===== config.mk =====
export PLATFORM = sky130hd
export DESIGN_NAME = branch_predictor_flat
export DESIGN_NICKNAME = d
export VERILOG_FILES = /design/src/rtl/cpu_types_pkg.sv /design/src/rtl/branch_predictor_if.sv /design/src/rtl/sat_counter.sv /design/src/rtl/branch_predictor.sv /design/src/flat_wrapper.sv
export SDC_FILE = /design/constraint.sdc
export NUM_CORES = 2
export LEC_CHECK = 0
export ABC_CLOCK_PERIOD_IN_PS = 8390
export CAP_MARGIN = 20
export CORE_ASPECT_RATIO = 0.5
export CORE_MARGIN = 2
export CORE_UTILIZATION = 55
export DETAILED_ROUTE_END_ITERATION = 10
export GPL_TIMING_DRIVEN = 0
export PLACE_DENSITY = 0.71
export SLEW_MARGIN = 20
export SYNTH_ARGS = -nofsm -noshare
export SYNTH_HDL_FRONTEND = slang
export SYNTH_HIERARCHICAL = 1
export SYNTH_SLANG_ARGS = --single-unit
export TNS_END_PERCENT = 50

===== constraint.sdc =====
create_clock -name CLK -period 8.39 [get_ports CLK]
set_input_delay 1.678 -clock CLK [delete_from_list [all_inputs] [get_ports CLK]]
set_output_delay 1.678 -clock CLK [all_outputs]
set_load 0.01 [all_outputs]

===== src/rtl/cpu_types_pkg.sv =====
`default_nettype none
// ============================================================================
// Module   : cpu_types_pkg
// Brief    : Shared CPU types and branch-target-buffer default sizing.
// Revision : 1.0 - initial BTB constants
// ============================================================================
package cpu_types_pkg;

  typedef logic [31:0] word_t;

  localparam int BTB_ENTRIES_DEFAULT  = 16;
  localparam int BTB_CTR_BITS_DEFAULT = 2;

endpackage
`default_nettype wire


===== src/rtl/branch_predictor_if.sv =====
`default_nettype none
// ============================================================================
// Module   : branch_predictor_if
// Brief    : Fetch lookup, MEM-stage update and statistics bundle of the BTB.
// Revision : 1.0 - initial
// ============================================================================
interface branch_predictor_if;
  import cpu_types_pkg::*;

  word_t pc;
  logic  hit;
  logic  pred_taken;
  word_t pred_target;
  logic  upd_en;
  word_t upd_pc;
  logic  upd_taken;
  word_t upd_target;
  logic  flush_tbl;
  logic  mispredict;
  word_t upd_cnt;
  word_t miss_cnt;

  modport master (
    output pc, upd_en, upd_pc, upd_taken, upd_target, flush_tbl,
    input  hit, pred_taken, pred_target, mispredict, upd_cnt, miss_cnt
  );

  modport slave (
    input  pc, upd_en, upd_pc, upd_taken, upd_target, flush_tbl,
    output hit, pred_taken, pred_target, mispredict, upd_cnt, miss_cnt
  );

endinterface
`default_nettype wire


===== src/rtl/sat_counter.sv =====
`default_nettype none
// ============================================================================
// Module   : sat_counter
// Brief    : Up/down counter clamped at 0 and all-ones, with parallel load.
// Revision : 1.0 - initial
// ============================================================================
module sat_counter #(
  parameter int WIDTH = 2
) (
  input  wire logic             CLK,
  input  wire logic             RST,
  input  wire logic             inc,
  input  wire logic             dec,
  input  wire logic             load,
  input  wire logic [WIDTH-1:0] load_val,
  output logic      [WIDTH-1:0] count
);

  localparam logic [WIDTH-1:0] c_max = '1;
  localparam logic [WIDTH-1:0] c_one = WIDTH'(1);

  logic [WIDTH-1:0] r_count;

  always_ff @(posedge CLK) begin
    if (RST) begin
      r_count <= '0;
    end else if (load) begin
      r_count <= load_val;
    end else if (inc) begin
      if (r_count != c_max) r_count <= r_count + c_one;
    end else if (dec) begin
      if (r_count != '0) r_count <= r_count - c_one;
    end
  end

  assign count = r_count;

endmodule
`default_nettype wire


===== src/rtl/branch_predictor.sv =====
`default_nettype none
// ============================================================================
// Module   : branch_predictor
// Brief    : Direct-mapped BTB with per-entry saturating direction counters.
// Revision : 1.0 - initial
// ============================================================================
module branch_predictor
  import cpu_types_pkg::*;
#(
  parameter int ENTRIES  = BTB_ENTRIES_DEFAULT,
  parameter int CTR_BITS = BTB_CTR_BITS_DEFAULT
) (
  input wire logic           CLK,
  input wire logic           RST,
  branch_predictor_if.slave  bus
);

  localparam int IDXW = $clog2(ENTRIES);
  localparam int TAGW = 30 - IDXW;
  localparam logic [CTR_BITS-1:0] c_weak_taken = CTR_BITS'(1) << (CTR_BITS - 1);

  typedef struct packed {
    logic            valid;
    logic [TAGW-1:0] tag;
    logic [29:0]     target;
  } entry_t;

  entry_t            r_tbl [ENTRIES];
  logic [CTR_BITS-1:0] w_ctr [ENTRIES];
  word_t             r_upd_cnt;
  word_t             r_miss_cnt;

  // Fetch-side read port
  logic [IDXW-1:0] w_l_idx;
  logic [TAGW-1:0] w_l_tag;
  entry_t          w_l_ent;
  logic            w_l_hit;
  logic            w_l_taken;

  assign w_l_idx   = bus.pc[IDXW+1:2];
  assign w_l_tag   = bus.pc[31:IDXW+2];
  assign w_l_ent   = r_tbl[w_l_idx];
  assign w_l_hit   = w_l_ent.valid && (w_l_ent.tag == w_l_tag);
  assign w_l_taken = w_l_hit && w_ctr[w_l_idx][CTR_BITS-1];

  assign bus.hit         = w_l_hit;
  assign bus.pred_taken  = w_l_taken;
  assign bus.pred_target = w_l_taken ? {w_l_ent.target, 2'b00} : bus.pc + 32'd4;

  // Update-side read port: re-derives what fetch would have predicted
  logic [IDXW-1:0] w_u_idx;
  logic [TAGW-1:0] w_u_tag;
  entry_t          w_u_ent;
  logic            w_u_hit;
  logic            w_u_taken;
  word_t           w_u_target;
  logic            w_mispredict;

  assign w_u_idx    = bus.upd_pc[IDXW+1:2];
  assign w_u_tag    = bus.upd_pc[31:IDXW+2];
  assign w_u_ent    = r_tbl[w_u_idx];
  assign w_u_hit    = w_u_ent.valid && (w_u_ent.tag == w_u_tag);
  assign w_u_taken  = w_u_hit && w_ctr[w_u_idx][CTR_BITS-1];
  assign w_u_target = w_u_taken ? {w_u_ent.target, 2'b00} : bus.upd_pc + 32'd4;

  assign w_mispredict = bus.upd_en &&
                        ((w_u_taken != bus.upd_taken) ||
                         (bus.upd_taken && (w_u_target != bus.upd_target)));
  assign bus.mispredict = w_mispredict;

  // A flush in the same cycle suppresses every table write
  logic w_wr;
  logic w_hit_wr;
  logic w_alloc;

  assign w_wr     = bus.upd_en && !bus.flush_tbl;
  assign w_hit_wr = w_wr && w_u_hit;
  assign w_alloc  = w_wr && !w_u_hit && bus.upd_taken;

  always_ff @(posedge CLK) begin
    if (RST) begin
      for (int i = 0; i < ENTRIES; i++) r_tbl[i] <= '0;
    end else if (bus.flush_tbl) begin
      for (int i = 0; i < ENTRIES; i++) r_tbl[i].valid <= 1'b0;
    end else if (w_alloc) begin
      r_tbl[w_u_idx] <= '{valid: 1'b1, tag: w_u_tag, target: bus.upd_target[31:2]};
    end else if (w_hit_wr && bus.upd_taken) begin
      r_tbl[w_u_idx].target <= bus.upd_target[31:2];
    end
  end

  generate
    for (genvar gi = 0; gi < ENTRIES; gi++) begin : g_ctr
      logic w_sel;
      assign w_sel = (w_u_idx == IDXW'(gi));

      sat_counter #(
        .WIDTH (CTR_BITS)
      ) u_ctr (
        .CLK      (CLK),
        .RST      (RST),
        .inc      (w_hit_wr && bus.upd_taken && w_sel),
        .dec      (w_hit_wr && !bus.upd_taken && w_sel),
        .load     (w_alloc && w_sel),
        .load_val (c_weak_taken),
        .count    (w_ctr[gi])
      );
    end
  endgenerate

  always_ff @(posedge CLK) begin
    if (RST) begin
      r_upd_cnt  <= '0;
      r_miss_cnt <= '0;
    end else begin
      if (bus.upd_en && (r_upd_cnt != '1))  r_upd_cnt  <= r_upd_cnt + 32'd1;
      if (w_mispredict && (r_miss_cnt != '1)) r_miss_cnt <= r_miss_cnt + 32'd1;
    end
  end

  assign bus.upd_cnt  = r_upd_cnt;
  assign bus.miss_cnt = r_miss_cnt;

endmodule
`default_nettype wire


===== src/flat_wrapper.sv =====
// flat-port wrapper written by rule: the top's interface ports become plain ports
module branch_predictor_flat import cpu_types_pkg::*;
#(
  parameter int ENTRIES  = BTB_ENTRIES_DEFAULT,
  parameter int CTR_BITS = BTB_CTR_BITS_DEFAULT
)
  (CLK, RST, bus_pc, bus_upd_en, bus_upd_pc, bus_upd_taken, bus_upd_target, bus_flush_tbl, bus_hit, bus_pred_taken, bus_pred_target, bus_mispredict, bus_upd_cnt, bus_miss_cnt);
  branch_predictor_if bus_i ();
  input wire logic CLK;
  input wire logic RST;
  input wire logic [$bits(bus_i.pc)-1:0] bus_pc;
  input wire logic [$bits(bus_i.upd_en)-1:0] bus_upd_en;
  input wire logic [$bits(bus_i.upd_pc)-1:0] bus_upd_pc;
  input wire logic [$bits(bus_i.upd_taken)-1:0] bus_upd_taken;
  input wire logic [$bits(bus_i.upd_target)-1:0] bus_upd_target;
  input wire logic [$bits(bus_i.flush_tbl)-1:0] bus_flush_tbl;
  output wire logic [$bits(bus_i.hit)-1:0] bus_hit;
  output wire logic [$bits(bus_i.pred_taken)-1:0] bus_pred_taken;
  output wire logic [$bits(bus_i.pred_target)-1:0] bus_pred_target;
  output wire logic [$bits(bus_i.mispredict)-1:0] bus_mispredict;
  output wire logic [$bits(bus_i.upd_cnt)-1:0] bus_upd_cnt;
  output wire logic [$bits(bus_i.miss_cnt)-1:0] bus_miss_cnt;
  assign bus_i.pc = bus_pc;
  assign bus_i.upd_en = bus_upd_en;
  assign bus_i.upd_pc = bus_upd_pc;
  assign bus_i.upd_taken = bus_upd_taken;
  assign bus_i.upd_target = bus_upd_target;
  assign bus_i.flush_tbl = bus_flush_tbl;
  assign bus_hit = bus_i.hit;
  assign bus_pred_taken = bus_i.pred_taken;
  assign bus_pred_target = bus_i.pred_target;
  assign bus_mispredict = bus_i.mispredict;
  assign bus_upd_cnt = bus_i.upd_cnt;
  assign bus_miss_cnt = bus_i.miss_cnt;
  branch_predictor #(.ENTRIES(ENTRIES), .CTR_BITS(CTR_BITS)) u_core (.CLK(CLK), .RST(RST), .bus(bus_i));
endmodule

==> results.env <==
RUN_STATUS='finished, violations left'
FAILED_CHECKS='negative setup slack'
CTS_INSERTED_BUFFERS=92
HTREE_LEVELS=3
PRE_CTS_SLACK_PS=-2610
GRT_PASS1_VIAS=41373
ANTENNA_VIOLATING_NETS_POST_ROUTE=0
WORSTSETUPENDPOINT='bus_mispredict'
DIE_HEIGHT_UM=230
MULTI_INPUT_AREA_UM2=25800
DESIGN_POWER_TOTAL_mW=11.8
SYNTHESIS.AREA_UM2=56100
FINAL_SETUP_VIOLATING_ENDPOINTS=1
SYNTHTOPCELLSBYAREA='edfxtp_1, mux4_2, and2_1'
ANTENNA_FOUND_INITIAL=7
SYNTHTOPCELLSBYCOUNT='edfxtp_1, and2_1, mux4_2, clkbuf_1, nor3_1'
SETUP_WS_PS=-204
REMAINING_DRC_ERRORS=0
CRIT_START='bus_upd_pc[3]'
TRITONCTS='built'
TIMING.REG2REG.WORST_PATH_DEPTH=16
NNETSFINAL=4483
DRT_FIRST_PASS_ITERS=6
FINAL.SETUP_SKEW_PS=29.2
P_LEAK_nW=21.2
REQUIRED_PS=6710
WORSTPATHARRIVAL_PS=6920
LARGEST_NET_DEGREE_AT_THE_START_OF_GLOBAL_ROUTING=31
DRV_CAP=0
YS.FLOP_TYPE='edfxtp_1'
RRSETUPSLACK_PS=2160
FIN_CRIT_PERIOD_PS=8590
TIMING_HOLD_VIOLATIONS_FINAL=0
CLOCK_PATH_BUFFERS=3
TOTALNEGATIVESETUPSLACK_PS=-204
GROUTE.USAGE.OVERALL_PCT=42.7
GLOBAL_ROUTE_WIRE_LENGTH_BEFORE_REPAIR_UM=310000
WORSTREG2REGSTART='u_core/r_tbl[1][41]'
FF_LATCH_AREA_UM2=29100
FINAL_MIN_PERIOD_OVER_CLOCK_PERIOD_PCT=102
TIMING_MAX_TRANSITION_VIOLATIONS_FINAL=0
DESIGN.CORE.AREA_UM2=101000
PLACEMENT_ROWS=82
SYNTH-WARNING-COUNT=6
VIAS_PER_CELL=7.37
YS_FF_LATCH=1008
YS_ASYNC_SR_FRACTION_PCT=0
DP_HPWL_UM=149000
BUFFER_PORTS.INSERTED=186
GPL.FINAL_WEIGHTED_CONGESTION=1.05
CRITICAL_PATH.MAX_FANOUT=10
P_PER_AREA_nW_PER_UM2=185
DESIGN.PORTCOUNT=200
SYNTHESIZED_AREA_PER_CELL_UM2=13.9
GRT-OVFL-TOTAL=0
WORST_SKEW_PAIR_LATENCY_PS=740
WORST_SETUP_HOLD_PATH_CLK_SLEW_PS=60
FILL_CELLS=7568
FLOORPLAN.INITIALDENSITY_PCT=55.7
CLKSINKCOUNT=1008
DIEWIDTH_UM=456
HOLDCRITPATHCLASS='reg -> reg'
CRIT_PATH_END_KIND='output pin'
CRITPATHKIND='in -> out'
DRT_FIRST_ITER_VIOLATIONS=8102
SETUP_REPAIR_AFTER_GLOBAL_ROUTING_MISSED_ITS_MARGIN='yes'
MAX_FCLK_MHz=116
LAYOUT_AREA_OVERHEAD_PCT=14.0
DETAILROUTE.VIA_COUNT=42750
EDFF_COUNT_SYNTH=896
TIMING.HOLD.WORST_PATH_DEPTH=1
DETAIL_ROUTE.WIRELENGTH_UM=224000
TIMING.CRITICAL_PATH.FROM_TYPE='input pin'
DIE-AREA_UM2=105000
POST-SYNTH-TOP-AREA-FRACTION_PCT=48.0
SYNTH_CELLS=4045
SYNTH-SEQ-AREA-SHARE_PCT=52.0
DRIVE_GT1_SHARE_PCT=21.9
R2R_END='u_core/r_tbl[3][49]'
CTS_ROOT_BUF='clkbuf_16'
SYNTH_TOP_CELL_BY_AREA='edfxtp_1'
YOSYS.CELL_COUNT.TOP_TYPE='edfxtp_1'
WORST_VDD_RAIL_IR_DROP_mV=0.160
MAX-SLEW-MARGIN-REL_PCT=7.27
WORST_PIN_SLEW_PS=1390
SYNTH.LIB_CELLS_USED.DISTINCT=89
POST_DRT_WL_PER_CELL_UM=38.7
==> metrics by stage <==
step | hold slack (ps) | instances | instance area (µm²) | util [%]
after floorplan | 438 | 4075 | 56200 | -
after global placement | 446 | 5605 | 59800 | 59.4
after detailed placement | 455 | 5612 | 60000 | 59.6
after CTS | 473 | 5785 | 63600 | 63.1
after global routing | 484 | 5795 | 64000 | 63.5
final | 477 | 5799 | 64000 | 63.6
==> final cells by class <==
class,instances,area share (%)
well taps,1344,2.63
flip-flops and latches,1008,45.6
clock inverters,50,0.599
clock buffers,120,3.91
repair buffers,206,3.32
inverters,65,0.387
multi-input cells,2640,40.3
plain buffers,362,3.31
diodes,4,0.0156
==> placed cells by master (no fill, tap or decap), drive strengths merged, types with 32 or more instances in the layout <==
cell,instances
edfxtp,896
and2,700
mux4,521
clkbuf,369
nor3,237
nor2,207
clkdlybuf4s50,182
buf,131
dfxtp,112
nand2,110
mux2i,89
a21oi,76
xnor2,75
inv,62
xor2,60
or2,51
nand3,46
clkinv,43
a221oi,39
nor4,34
conb,32
nand4,32
==> layer usage <==
layer	GRT usage (%)	up-vias	share of wire, %
met5	0	-	0.031
met4	24.8	10	7.1
met3	16.0	902	17
met2	62.1	4209	43
met1	55.2	21372	34
li1	-	16257	-
==> sequential cells by signal, summed over array words and instances (netlist names) <==
signal                    count
u_core/r_tbl                912
u_core/bus.upd_cnt           32
u_core/bus.miss_cnt          32
u_core/g_ctr.u_ctr/count     32
==> power breakdown <==
part           internal [mW]  switching, mW  leakage [nW]
combinational          0.696           1.08          10.4
clock                   2.24           1.99          1.40
sequential              5.69          0.128          9.42
total                   8.63           3.20          21.2
==> timing repair <==
| action | 4_1_cts | 5_1_grt |
|---|---|---|
| setup buffers | 3 | 8 |
| endpoints found under the setup margin | 66 | 24 |
| pin swaps | 6 | 8 |
| resized for setup | 203 | 78 |
| hold buffers | 0 | 0 |
==> critical path, cell delays in order <==
cell and delay, ps:
dlygate4sd2_1 380, buf_6 240, buf_8 290, buf_12 230
buf_6 230, buf_6 250, buf_4 280, clkbuf_8 280
mux4_2 340, mux4_2 500, xnor2_2 270, nand4_1 310
nor3_2 280, nand3_2 220, nor2_2 190, nand4_4 180
nor2b_1 200, clkdlybuf4s50_1 490
==> how the worst min path moves through the flow <==
stage,from,to,slack (ps)
2_1_floorplan,u_core/r_tbl[10][56],u_core/r_tbl[10][56],440
5_1_grt,u_core/r_tbl[10][56],u_core/r_tbl[10][56],480
3_5_place_dp,u_core/r_tbl[0][56],u_core/r_tbl[0][56],460
4_1_cts,u_core/r_tbl[2][56],u_core/r_tbl[2][56],470
3_3_place_gp,u_core/r_tbl[14][56],u_core/r_tbl[14][56],450
6_report,u_core/r_tbl[10][56],u_core/r_tbl[10][56],480
==> cells by family (layout without fill, tap and decap cells) <==
kind of cell	count (synthesis)	in the layout	synth area share [%]
AOI/OAI and AO/OA	299	299	4.20
xor gates and xnor gates	135	135	2.13
adders and majority gates	7	7	0.156
buffers and inverters	427	803	3.25
DFF	1008	1008	52.0
muxes	624	624	22.9
other	2	36	0.0134
and+or+nand+nor	1543	1543	15.4
No activity file was read; power rests on OpenSTA's default activity.
